### src/rtl/mult_window_avg.sv
// mult_window_avg: sliding-window sum, average and running max over the multiplier's product stream.
//   clk       : rising-edge clock
//   rst       : asynchronous active-high reset
//   clear     : synchronous flush of window, sum, max and counters (wins over in_valid)
//   in_valid  : in_data carries a new sample this cycle
//   in_data   : unsigned product sample
//   out_valid : one-cycle pulse when the outputs reflect a full window
//   out_sum   : sum of the last 2^WIN_LOG2 samples
//   out_avg   : out_sum >> WIN_LOG2, truncating
//   out_max   : largest sample since reset or clear
//   full      : window holds 2^WIN_LOG2 samples
module mult_window_avg #(
    parameter int DATA_W   = 20,
    parameter int WIN_LOG2 = 2
) (
    input  logic                       clk,
    input  logic                       rst,
    input  logic                       clear,
    input  logic                       in_valid,
    input  logic [DATA_W-1:0]          in_data,
    output logic                       out_valid,
    output logic [DATA_W+WIN_LOG2-1:0] out_sum,
    output logic [DATA_W-1:0]          out_avg,
    output logic [DATA_W-1:0]          out_max,
    output logic                       full
);
    localparam int DEPTH = 1 << WIN_LOG2;
    localparam int ACC_W = DATA_W + WIN_LOG2;
    localparam int FILL_W = WIN_LOG2 + 1;

    typedef enum logic {FILL, RUN} state_t;

    state_t                r_state;
    state_t                w_next_state;
    logic [DATA_W-1:0]     r_buf [DEPTH];
    logic [WIN_LOG2-1:0]   r_wr_ptr;
    logic [FILL_W-1:0]     r_fill;
    logic [ACC_W-1:0]      r_acc;
    logic [DATA_W-1:0]     r_max;
    logic                  r_pend;
    logic                  w_accept;
    logic                  w_run;

    assign w_accept = in_valid && !clear;

    always_ff @(posedge clk or posedge rst) begin
        if (rst) r_state <= FILL;
        else     r_state <= w_next_state;
    end

    always_comb begin
        w_next_state = r_state;
        if (clear)
            w_next_state = FILL;
        else if (r_state == FILL && in_valid && r_fill == FILL_W'(DEPTH - 1))
            w_next_state = RUN;
    end

    always_comb w_run = (r_state == RUN);

    // Window state updates on the accepting edge; the output registers copy it
    // one edge later, which gives the one-cycle latency and holds values between samples.
    always_ff @(posedge clk or posedge rst) begin
        if (rst) begin
            r_buf     <= '{default: '0};
            r_wr_ptr  <= '0;
            r_fill    <= '0;
            r_acc     <= '0;
            r_max     <= '0;
            r_pend    <= 1'b0;
            out_valid <= 1'b0;
            out_sum   <= '0;
            out_avg   <= '0;
            out_max   <= '0;
            full      <= 1'b0;
        end else if (clear) begin
            r_buf     <= '{default: '0};
            r_wr_ptr  <= '0;
            r_fill    <= '0;
            r_acc     <= '0;
            r_max     <= '0;
            r_pend    <= 1'b0;
            out_valid <= 1'b0;
            out_sum   <= '0;
            out_avg   <= '0;
            out_max   <= '0;
            full      <= 1'b0;
        end else begin
            if (w_accept) begin
                // Empty slots hold zero, so the subtraction is exact while filling.
                r_acc           <= r_acc + ACC_W'(in_data) - ACC_W'(r_buf[r_wr_ptr]);
                r_buf[r_wr_ptr] <= in_data;
                r_wr_ptr        <= r_wr_ptr + 1'b1;
                r_fill          <= (r_fill == FILL_W'(DEPTH)) ? r_fill : r_fill + 1'b1;
                r_max           <= (in_data > r_max) ? in_data : r_max;
            end
            r_pend    <= w_accept && (w_next_state == RUN);
            out_valid <= r_pend;
            out_sum   <= r_acc;
            out_avg   <= DATA_W'(r_acc >> WIN_LOG2);
            out_max   <= r_max;
            full      <= w_run;
        end
    end
endmodule
### config.mk
export PLATFORM = sky130hd
export DESIGN_NAME = mult_window_avg
export DESIGN_NICKNAME = d
export VERILOG_FILES = /design/src/rtl/mult_window_avg.sv
export SDC_FILE = /design/constraint.sdc
export NUM_CORES = 1
export LEC_CHECK = 0
export CAP_MARGIN = 10
export CORE_MARGIN = 2
export CORE_UTILIZATION = 52
export CTS_CLUSTER_DIAMETER = 100
export CTS_CLUSTER_SIZE = 40
export DETAILED_ROUTE_END_ITERATION = 7
export PLACE_DENSITY_LB_ADDON = 0.3
export SLEW_MARGIN = 40
export SYNTH_ARGS = -nofsm -noshare
export SYNTH_HDL_FRONTEND = slang
export SYNTH_SLANG_ARGS = --single-unit
### constraint.sdc
create_clock -name clk -period 4.91 [get_ports clk]
set_input_delay 0.491 -clock clk [delete_from_list [all_inputs] [get_ports clk]]
set_output_delay 0.491 -clock clk [all_outputs]
set_load 0.01 [all_outputs]
**Word-level counts from Yosys, hierarchy flattened**

Index checks and enable logic that the tools add are counted.

- Register bits: 193
- Bits in latches: 0
- Bits in writable memories: 0
- Memory bits (read-only): 0
- Output and inout port bits: 64
- Word-level logic and storage cells: 63
- Memories kept: 0

- $add $sub $neg: 4
- Multipliers: 0
- Div/mod/pow operators: 0
- Order comparisons: 3
- Equality and inequality tests: 3
- Shifts and indexed selects: 0
- Mux-type cells: 26
- Bitwise operators: 2
- Reductions and logical operators: 10

Operators with widths:

| operator | count |
|---|---|
| 20-bit 2-to-1 mux | 8 |
| 80-bit 2-to-1 mux | 2 |
| 80-bit bitwise mux | 1 |
| 22-bit 2-to-1 mux | 3 |
| 20-bit binary-select mux with 2-bit select | 1 |
| 20-bit demux with 2-bit select | 1 |
| 22-bit by 20-bit adder with 22-bit output | 1 |
| 22-bit by 20-bit subtractor with 22-bit output | 1 |
| 20-bit greater-than comparator | 1 |
| 3-bit 2-to-1 mux | 3 |
| 1-bit logical AND | 5 |
| 1-bit 2-to-1 mux | 5 |
| 2-bit 2-to-1 mux | 2 |
| 2-bit AND reduction | 2 |
| 2-bit nonzero test | 2 |
| 3-bit by 1-bit adder with 3-bit output, second input constant | 1 |
| 3-bit by 2-bit equality test with 1-bit output, second input constant | 1 |
| 3-bit equality test, second input constant | 1 |
| 3-bit greater-or-equal comparator, second input constant | 1 |
| 3-bit by 1-bit less-than comparator with 1-bit output, second input constant | 1 |
| 2-bit NOT with 3-bit output | 1 |
| 2-bit by 1-bit adder with 2-bit output, second input constant | 1 |
| 2-bit != test, second input constant | 1 |
| 1-bit zero test | 1 |
| 1-bit NOT | 1 |

**Logic depth before layout (Yosys ltp)**

Gate-level depths: netlist of run 1.

- Word-level depth: 8
- Mapped depth: 13
- Depth with buffers taken out: 12

**Worst setup path after synthesis of run 1**

No wires, ideal clock.

- Path type: register -> register
- Start: register r_wr_ptr[0]
- End: register r_acc[21]
- Setup time: 125 ps
- Arrival time: 3,533 ps
- Data required time: 4,785 ps
- Path slack: 1,253 ps
- Cell stages (with the launch flop): 13
- Clock period less this slack: 3,657 ps
- Path through: dfrtp_1 > buf_2 > mux4_2 > fa_1 > inv_1 > ha_1 > a21oi_1 > nor2_1 > a2111oi_2 > nand2_1 > a21o_1 > mux2i_1 > mux2_2

- Longest elaborated chain between the ends: 7

RTL lines:

| item | line | RTL |
|---|---|---|
| start, declared | 36 | `logic [WIN_LOG2-1:0] r_wr_ptr;` |
| start signal, assigned | 93 | `r_wr_ptr <= r_wr_ptr + 1'b1;` |
| 2-bit NOT with 3-bit output (not written as such) | 91 | `r_acc <= r_acc + ACC_W'(in_data) - ACC_W'(r_buf[r_wr_ptr]);` |
| 20-bit binary-select mux with 2-bit select | 91 |  |
| 20-bit 2-to-1 mux (not written as such) (2 in a row) | 91 |  |
| 22-bit by 20-bit subtractor with 22-bit output | 91 |  |
| 22-bit 2-to-1 mux | 89 | `if (w_accept) begin` |
| 22-bit 2-to-1 mux | 76 | `end else if (clear) begin` |
| end signal, assigned | 91 |  |
| end, declared | 38 | `logic [ACC_W-1:0] r_acc;` |

No other way between the ends. The select of a mux whose other input is x is not followed.
A chain may end at the register's enable or synchronous reset.

**Worst setup path in the final report of run 1**

Ends and elaborated chain as after synthesis.

==> metrics.txt, run 1 <==
Initial Util 52.5%; fraction of registers with async set/reset 100%; routed vias a little under 7000; hold_buf cts 0; fmax 253 MHz; worst-path fanout max 7; DR DRC count 0; post-cts resize count 0; unique cell type count in the Yosys netlist 50; Core Area 17800 um2; Hold WC Path Type in2reg; CP Cell Sequence buf_4 > mux4_2 > fa_1 > inv_1 > ha_1 > a21oi_1 > nor2_1 > a2111oi_2 > nand2_1 > a21o_1 > mux2i_1 > mux2_2; grt met3 use 4.50%; CP max stage cell dfrtp_1; crit path capture type register; Die ar. 19000 um2; skew final 0.00946 ns; layout cell share with drive strength beyond 1 7.67%; post-route insts no fill 1272; Die Span X roughly 140 um; Die H approximately 140 um; Worst R2R Path Depth 12; vias per cell 5.42; WHS Endpoint r_acc[8]; global-route wire length before repair 34.3 mm; Total Wirelength 20.6 mm; unrepaired setup endpoints after global routing no; setup bufs post-CTS 0; Final TNS setup 0 ns; antenna violations before repair 0; placer congestion estimate around 0.86; worst endpoint data arrival time between 4 and 5 ns; Leak Pwr 0.00503 uW; Routed Antenna Nets 0; worst slew pin tran about 0.84 ns; cell family with most CP delay multiplexers; WHS Path Cells 2; largest net degree at the start of global routing 94; Maximum Capacitance Violations 0; status completed; I/O Pins 88; fin crit share between 80% and 90%; Inserted Diodes 0; Num CTS Buffers 17; terminus of the critical flop-to-flop path r_acc[21]; post-synthesis to final-layout area growth 16.8%; Yosys warnings 0; WS Path Type reg2reg; worst skew pair latency 0.44 ns; Total Routing Usage GR 22.2%; ys flop type dfrtp_1; Hold Startpoint clear; CTS tree built; Cells after DPL 1240; Initial DRT Pass Iterations 7; clock transition at the registers of the reported paths 0.07 ns; # setup viols final 0; PD cells 445 nW/um2; H-tree depth 4; Yosys top cell by area dfrtp_1; via count of the first global-routing pass slightly below 7000; I/O Buffers 87; Mapped Cells 982; Tmin final 3.95 ns; Sink Count ~170; top cell type's share of synthesized area 46.4%; Critical Path RT 5.23 ns; Post-synth EDFFs 0; met1 Usage GRT between 30% and 40%; DR WL/cell 16.2 um; hpwl dp ~14 mm; num rows between 40 and 50; CP max stage delay roughly 0.61 ns; r2r startpoint r_wr_ptr[0]; grt ovf 0; layout net count about 1100; mean post-synth cell area 9.51 um2; crit start category register; GR Util met2 between 30% and 40%; Synth area leaders dfrtp_1 46%, nand2_1 7.5%, ha_1 6.6%; Post-Syn Area between 9000 and 10000 um2; Slew HR 43.6%; DR iter-0 viols 580; Max Root-Sink Buffers 2; most crowded layer after global routing met2; Max VDD drop roughly 0.28 mV; Slew Viols, Final 0; #FFs+latches synth about 170; CTS root buffer clkbuf_16; crit path buf inv count 2; sequential area share after synthesis between 40% and 50%; setup slack, reg-to-reg about 0.96 ns; Mapped Nets 1075; Fin. Hold Viols 0
[flip-flops by register name (all words and copies together) (netlist names)]
register and count:
r_buf 80, r_pend 1, r_wr_ptr 2, out_sum 2, r_max 20, r_state 1, out_max 20, out_avg 20
r_acc 22, full 1, out_valid 1, r_fill 3
[metrics by stage]
step | hold WS, ns | util, % | setup WS (ns) | instance area (um2) | total power [uW]
finish | 0.326 | 61.4 | 0.964 | 10900 | 4860
global route | 0.331 | 61.4 | 0.693 | 10900 | 5170
CTS | 0.313 | 61.3 | 0.961 | 10900 | 4870
detailed placement | 0.466 | 57.9 | 0.976 | 10300 | 3450
global placement | 0.443 | 57.7 | 1.00 | 10300 | 3410
floorplan | 0.439 | - | 1.25 | 9340 | 2990
[cell families (layout without fill, tap and decap cells)]
kind of cell / count (synthesis) / after routing / synth area share, %
flops: 173 / 173 / 46.4
buf+inv: 180 / 241 / 8.12
fa+ha+maj: 69 / 69 / 10.9
simple gates: 323 / 323 / 13.9
mux: 54 / 54 / 8.49
xor+xnor: 18 / 18 / 1.69
compound gates: 165 / 165 / 10.6
[cell type report]
class / instances / area, um2
Tap cell: 229 / 287
Sequential cell: 173 / 4330
Inverter: 111 / 420
Timing Repair Buffer: 98 / 1000
Multi-Input combinational cell: 629 / 4260
Clock inverter: 14 / 171
Fill cell: 1490 / 6870
Clock buffer: 18 / 439
[routing by layer]
metal | routed length [um] | up-vias
met1 | 9270 | 3395
met5 | 0 | -
met2 | 10100 | 196
met3 | 950 | 33
met4 | 291 | 0
li1 | - | 3265
[power by group]
part / switching [uW] / internal, uW
registers: 73.1 / 1560
clock network: 615 / 783
logic: 1030 / 792
[cells in the mapped netlist (4+ instances only)]
library cell / instances
and2_1: 4
nor2b_1: 8
xor2_1: 6
buf_2: 4
nor3_1: 5
dfrtp_1: 173
inv_1: 111
mux4_2: 20
ha_1: 49
a21o_1: 11
a211oi_1: 4
buf_1: 7
o21ai_0: 12
nand2_1: 186
fa_1: 20
a21oi_1: 106
mux2i_1: 32
xnor2_1: 12
a31oi_1: 4
buf_4: 20
clkbuf_1: 36
nor2_1: 100
nand4_1: 6
nand3_1: 6
[cells in the final DEF, fill, tap and decap left out, types with 3 or more instances in the layout]
cell,instances
nand2_1,186
dfrtp_1,173
inv_1,110
a21oi_1,106
nor2_1,100
clkdlybuf4s50_1,86
ha_1,49
mux2i_1,32
mux4_2,20
fa_1,20
clkbuf_16,17
o21ai_0,12
xnor2_1,12
a21o_1,11
nor2b_1,8
buf_4,8
nand3_1,6
nand4_1,6
xor2_1,6
nor3_1,5
a211oi_1,4
and2_2,4
clkinvlp_4,4
inv_8,4
o211ai_1,3
a211o_1,3
a31oi_1,3
o2bb2ai_1,3
inv_6,3
[worst max-delay path by stage]
stage | to | depth (start not counted) | slack, ns | start
finish | r_acc[21] | 12 | 0.96 | r_wr_ptr[0]
global route | r_acc[21] | 12 | 0.69 | r_wr_ptr[0]
CTS | r_acc[21] | 12 | 0.96 | r_wr_ptr[0]
detailed placement | r_acc[21] | 12 | 0.98 | r_wr_ptr[0]
global placement | r_acc[21] | 12 | 1.00 | r_wr_ptr[0]
floorplan | r_acc[21] | 12 | 1.25 | r_wr_ptr[0]
(Power assumes the default switching activity.)
==> inputs of run 2 (changes only) <==
==> constraint.sdc (replaced) <==
create_clock -name clk -period 3.25 [get_ports clk]
set_input_delay 0.325 -clock clk [delete_from_list [all_inputs] [get_ports clk]]
set_output_delay 0.325 -clock clk [all_outputs]
set_load 0.01 [all_outputs]
==> metrics.txt, run 2 (synthesized netlist as in run 1, its figures left out) <==
vias per cell 5.38 (was 5.42); num rows 49 (unchanged); layout cell share with drive strength beyond 1 17.8% (was 7.67%); Total Routing Usage GR 23.8% (was 22.2%); Comb power frac 46.5% (was 37.5%); layout net count 1214 (was 1123); sw frac 35.7% (was 35.3%); Initial Util 52.5% (unchanged); status complete, but fails checks (was completed); fmax 278 MHz (was 253 MHz); # setup viols final 17 (was 0); crit path capture type register (unchanged); Num CTS Buffers 17 (unchanged); Clock Power Share 23.8% (was 28.8%); post-route insts no fill 1362 (was 1272); Hold WS 0.287 ns (was 0.326 ns); Top Registers r_buf x80, r_acc x22 (unchanged); Cells after DPL 1321 (was 1240); Flop pwr share 29.7% (was 33.7%); Critical Path RT 3.56 ns (was 5.23 ns); multi-input logic area 4570 um2 (was 4260 um2); global-route wire length before repair 36.9 mm (was 34.3 mm); DR WL/cell 16.7 um (was 16.2 um); fill count 1403 (was 1490); largest net degree at the start of global routing 168 (was 94); routed vias 7331 (was 6889); Die Span X 138 um (unchanged); terminus of the critical flop-to-flop path r_acc[21] (unchanged); Worst R2R Path Depth 12 (unchanged); clock transition at the registers of the reported paths 0.07 ns (about the same); Inserted Diodes 0 (unchanged); via count of the first global-routing pass 7315 (was 6854); fin crit share 111% (was 80.4%); Maximum Capacitance Violations 0 (unchanged); Die ar. 19000 um2 (unchanged); WS Path Type reg2reg (unchanged); commonest non-fill, non-tap cell in the layout nand2_1 (unchanged); Sink Count 173 (unchanged); hpwl dp 15.4 mm (was 13.9 mm); Routed Antenna Nets 0 (unchanged); placer congestion estimate 0.858 (was 0.861); Design Power 8330 uW (was 4860 uW); Leak Pwr 0.00547 uW (was 0.00503 uW); Core Area 17800 um2 (unchanged); crit start category register (unchanged); worst-path fanout max 6 (was 7); most flop-heavy register r_buf (unchanged); Fin. Hold Viols 0 (unchanged); most frequent cells in the layout 184 x nand2_1, 172 x dfrtp_1, 106 x inv_1 (was 186 x nand2_1, 173 x dfrtp_1, 110 x inv_1); P_sw 2980 uW (was 1720 uW); Tmin final 3.60 ns (was 3.95 ns); DR DRC count 0 (unchanged); grt ovf 0 (unchanged); Slew Viols, Final 0 (unchanged); final setup margin -0.347 ns (was 0.964 ns); Internal 5350 uW (was 3140 uW); r2r startpoint r_wr_ptr[0] (unchanged); Max VDD drop 0.452 mV (was 0.275 mV); max reg flops 80 (unchanged); setup slack, reg-to-reg -0.35 ns (was 0.96 ns); Total Wirelength 22.7 mm (was 20.6 mm); Initial DRT Pass Iterations 5 (was 7); antenna violations before repair 0 (unchanged); post-synthesis to final-layout area growth 27.3% (was 16.8%); CTS root buffer clkbuf_16 (unchanged); skew final 0.00937 ns (was 0.00946 ns); register area 4330 um2 (about the same); unrepaired setup endpoints after global routing yes (was no); Slew HR 46.9% (was 43.6%); worst endpoint data arrival time 3.91 ns (was 4.27 ns); I/O Pins 88 (unchanged); CTS tree built (unchanged); I/O Buffers 87 (unchanged); worst skew pair latency 0.43 ns (was 0.44 ns); Util after Layout 66.9% (was 61.4%); PD cells 701 nW/um2 (was 445 nW/um2); failing checks negative setup slack; Hold WC Path Type in2async (was in2reg); worst slew pin tran 0.796 ns (was 0.844 ns); Max Root-Sink Buffers 2 (unchanged); DR iter-0 viols 643 (was 580); Die H 138 um (unchanged); H-tree depth 4 (unchanged)
[run 2: per-stage QoR]
step | setup slack [ns] | cell area (um2) | TNS, ns
finish | -0.347 | 11900 | -2.68
global route | -0.417 | 11900 | -4.34
CTS | -0.232 | 11700 | -1.66
detailed placement | -0.255 | 11000 | -1.89
global placement | -0.197 | 11000 | -1.33
floorplan | -0.132 | 9470 | -0.132
[run 2: layout make-up]
class                      count  share of cell area [%]
clock buffer                  21                    3.87
clock inverter                10                   0.874
inverter                     111                    3.54
multi-input combinational    629                    38.4
sequential                   173                    36.4
tap                          229                    2.41
timing repair buffer         189                    14.5
[run 2: worst max-delay path, cell delays in order (launching register included)]
cell	delay (ns)
dfrtp_2	0.47
buf_4	0.15
mux4_2	0.51
fa_1	0.53
inv_2	0.06
ha_1	0.30
a21o_1	0.18
and4_4	0.23
o21ai_2	0.22
nand2_2	0.10
a21o_1	0.22
mux2i_1	0.17
mux2_2	0.35
[run 2: timing repair]
action	in CTS	in global routing
endpoints found under the setup margin	14	18
resized for setup	11	40
hold buffers	0	0
buffers inserted	5	6
pin swaps	14	25
[run 2: per-layer routing]
| layer | GRT usage (%) | wire length, um | up-vias |
|---|---|---|---|
| li1 | - | - | 3454 |
| met5 | 0 | 0 | - |
| met3 | 3.95 | 1030 | 38 |
| met2 | 38.8 | 11000 | 218 |
| met1 | 33.4 | 10300 | 3621 |
| met4 | 6.93 | 395 | 0 |
[run 2: how the worst max path moves through the flow]
stage	startpoint	to	slack (ns)	depth (start not counted)
2_1_floorplan	r_wr_ptr[0]	r_acc[21]	-0.13	12
3_3_place_gp	r_wr_ptr[0]	r_acc[21]	-0.20	12
3_5_place_dp	r_wr_ptr[0]	r_acc[21]	-0.25	12
4_1_cts	r_wr_ptr[0]	r_acc[21]	-0.23	12
5_1_grt	r_wr_ptr[0]	r_acc[21]	-0.42	12
6_report	r_wr_ptr[0]	r_acc[21]	-0.35	12
[run 2: power by group through the flow]
stage	Sequential, uW	Clock, uW	Combinational, uW
floorplan	2530	0	2150
global placement	2510	0	3250
detailed placement	2510	0	3320
CTS	2470	2010	3440
global route	2500	2100	4210
finish	2480	1980	3880
==> inputs of run 3 (changes only) <==
--- a/config.mk
+++ b/config.mk
@@ -12,6 +12,7 @@
 export CTS_CLUSTER_SIZE = 40
 export DETAILED_ROUTE_END_ITERATION = 7
 export PLACE_DENSITY_LB_ADDON = 0.3
+export SKIP_CTS_REPAIR_TIMING = 1
 export SLEW_MARGIN = 40
 export SYNTH_ARGS = -nofsm -noshare
 export SYNTH_HDL_FRONTEND = slang
==> metrics.txt, run 3 (synthesized netlist as in run 1, its figures left out) <==
status complete, but fails checks (unchanged); failing checks negative setup slack (unchanged); setup slack, reg-to-reg -0.35 ns (about the same); largest net degree at the start of global routing 168 (unchanged); clock transition at the registers of the reported paths 0.06 ns (was 0.07 ns); placer congestion estimate 0.858 (unchanged); vias per cell 5.39 (was 5.38); worst slew pin tran 0.806 ns (was 0.796 ns); unrepaired setup endpoints after global routing yes (unchanged); Die ar. 19000 um2 (unchanged); layout cell share with drive strength beyond 1 18.1% (was 17.8%); PD cells 706 nW/um2 (was 701 nW/um2); final setup margin -0.353 ns (was -0.347 ns); Top Registers r_buf x80, r_acc x22 (unchanged); Total Routing Usage GR 23.5% (was 23.8%); Tmin final 3.60 ns (about the same); Core Area 17800 um2 (unchanged); worst endpoint data arrival time 3.91 ns (about the same); I/O Pins 88 (unchanged); Max VDD drop 0.456 mV (was 0.452 mV); register area 4330 um2 (unchanged); Leak Pwr 0.00548 uW (was 0.00547 uW); Total Wirelength 22.5 mm (was 22.7 mm); Worst R2R Path Depth 12 (unchanged); global-route wire length before repair 36.4 mm (was 36.9 mm); fin crit share 111% (about the same); Initial Util 52.5% (unchanged); Critical Path RT 3.56 ns (about the same); commonest non-fill, non-tap cell in the layout nand2_1 (unchanged); Inserted Diodes 0 (unchanged); skew final 0.0109 ns (was 0.00937 ns); worst-path fanout max 6 (unchanged); Post-DP Area 11000 um2 (unchanged); Die Span X 138 um (unchanged); # setup viols final 15 (was 17); r2r startpoint r_wr_ptr[0] (unchanged); H-tree depth 4 (unchanged); crit path capture type register (unchanged); routed vias 7343 (was 7331); fill count 1403 (unchanged); Post-Place Setup Slack -0.255 ns (unchanged); CTS root buffer clkbuf_16 (unchanged); layout net count 1215 (was 1214); Slew HR 46.3% (was 46.9%); Hold WC Path Type in2async (unchanged); Slew Viols, Final 0 (unchanged); DR WL/cell 16.5 um (was 16.7 um); Sink Count 173 (unchanged); Maximum Capacitance Violations 0 (unchanged); hpwl dp 15.4 mm (unchanged); DR DRC count 0 (unchanged); multi-input logic area 4550 um2 (was 4570 um2); Util after Layout 67.0% (was 66.9%); Num CTS Buffers 17 (unchanged); CTS tree built (unchanged); Max Root-Sink Buffers 2 (unchanged); DR iter-0 viols 699 (was 643); Initial DRT Pass Iterations 5 (unchanged); Fin. Hold Viols 0 (unchanged); post-synthesis to final-layout area growth 27.5% (was 27.3%); Routed Antenna Nets 0 (unchanged); antenna violations before repair 0 (unchanged); most frequent cells in the layout 183 x nand2_1, 172 x dfrtp_1, 106 x inv_1 (was 184 x nand2_1, 172 x dfrtp_1, 106 x inv_1); max reg flops 80 (unchanged); I/O Buffers 87 (unchanged); most flop-heavy register r_buf (unchanged); fmax 278 MHz (about the same); crit start category register (unchanged); grt ovf 0 (unchanged); post-route cell area 11900 um2 (about the same); via count of the first global-routing pass 7307 (was 7315); Die H 138 um (unchanged); terminus of the critical flop-to-flop path r_acc[21] (unchanged); num rows 49 (unchanged); worst skew pair latency 0.43 ns (about the same); WS Path Type reg2reg (unchanged)
==> run 3: cell type report <==
| class | instances | share of cell area, % |
|---|---|---|
| multi-input cells | 629 | 38.2 |
| repair buffers | 190 | 14.7 |
| inverters | 111 | 3.53 |
| clock buffers | 21 | 3.87 |
| clock inverters | 10 | 0.872 |
| flip-flops and latches | 173 | 36.4 |
| well taps | 229 | 2.41 |
==> run 3: routing by layer <==
metal | track usage (%) | share of wire, % | vias to the layer above
met3 | 3.60 | 4.0 | 36
met4 | 6.98 | 2.0 | 0
met5 | 0 | 0 | -
met2 | 38.4 | 48 | 202
li1 | - | - | 3455
met1 | 33.0 | 46 | 3650
==> run 3: worst max-delay path, cell delays in order (launching register included) <==
cell and delay (ns):
dfrtp_2 0.49, buf_12 0.14, mux4_2 0.51, fa_1 0.55
inv_2 0.06, ha_1 0.29, a21o_1 0.19, and4_4 0.21
o21ai_2 0.21, nand2_2 0.09, a21o_1 0.21, mux2i_1 0.17
mux2_2 0.36
==> run 3: power by group <==
group	leakage (uW)	switching (uW)	internal [uW]	total, uW
sequential	0.00236	111	2370	2480
combinational	0.00286	1990	1960	3950
clock	0.000263	870	1100	1970
total	0.00548	2970	5430	8400
==> run 3: worst max-delay path by stage <==
| stage | end | slack, ns | from |
|---|---|---|---|
| after detailed placement | r_acc[21] | -0.25 | r_wr_ptr[0] |
| final | r_acc[21] | -0.35 | r_wr_ptr[0] |
| after global routing | r_acc[21] | -0.46 | r_wr_ptr[0] |
| after floorplan | r_acc[21] | -0.13 | r_wr_ptr[0] |
| after global placement | r_acc[21] | -0.20 | r_wr_ptr[0] |
| after CTS | r_acc[21] | -0.31 | r_wr_ptr[0] |
==> run 3: through the flow <==
stage	cells	hold WS [ns]	total power, uW	setup TNS, ns
final	1363	0.289	8400	-2.88
after floorplan	982	0.439	4670	-0.132
after detailed placement	1321	0.460	5830	-1.89
after global routing	1363	0.338	8890	-4.95
after CTS	1352	0.300	7840	-2.38
after global placement	1321	0.444	5760	-1.33
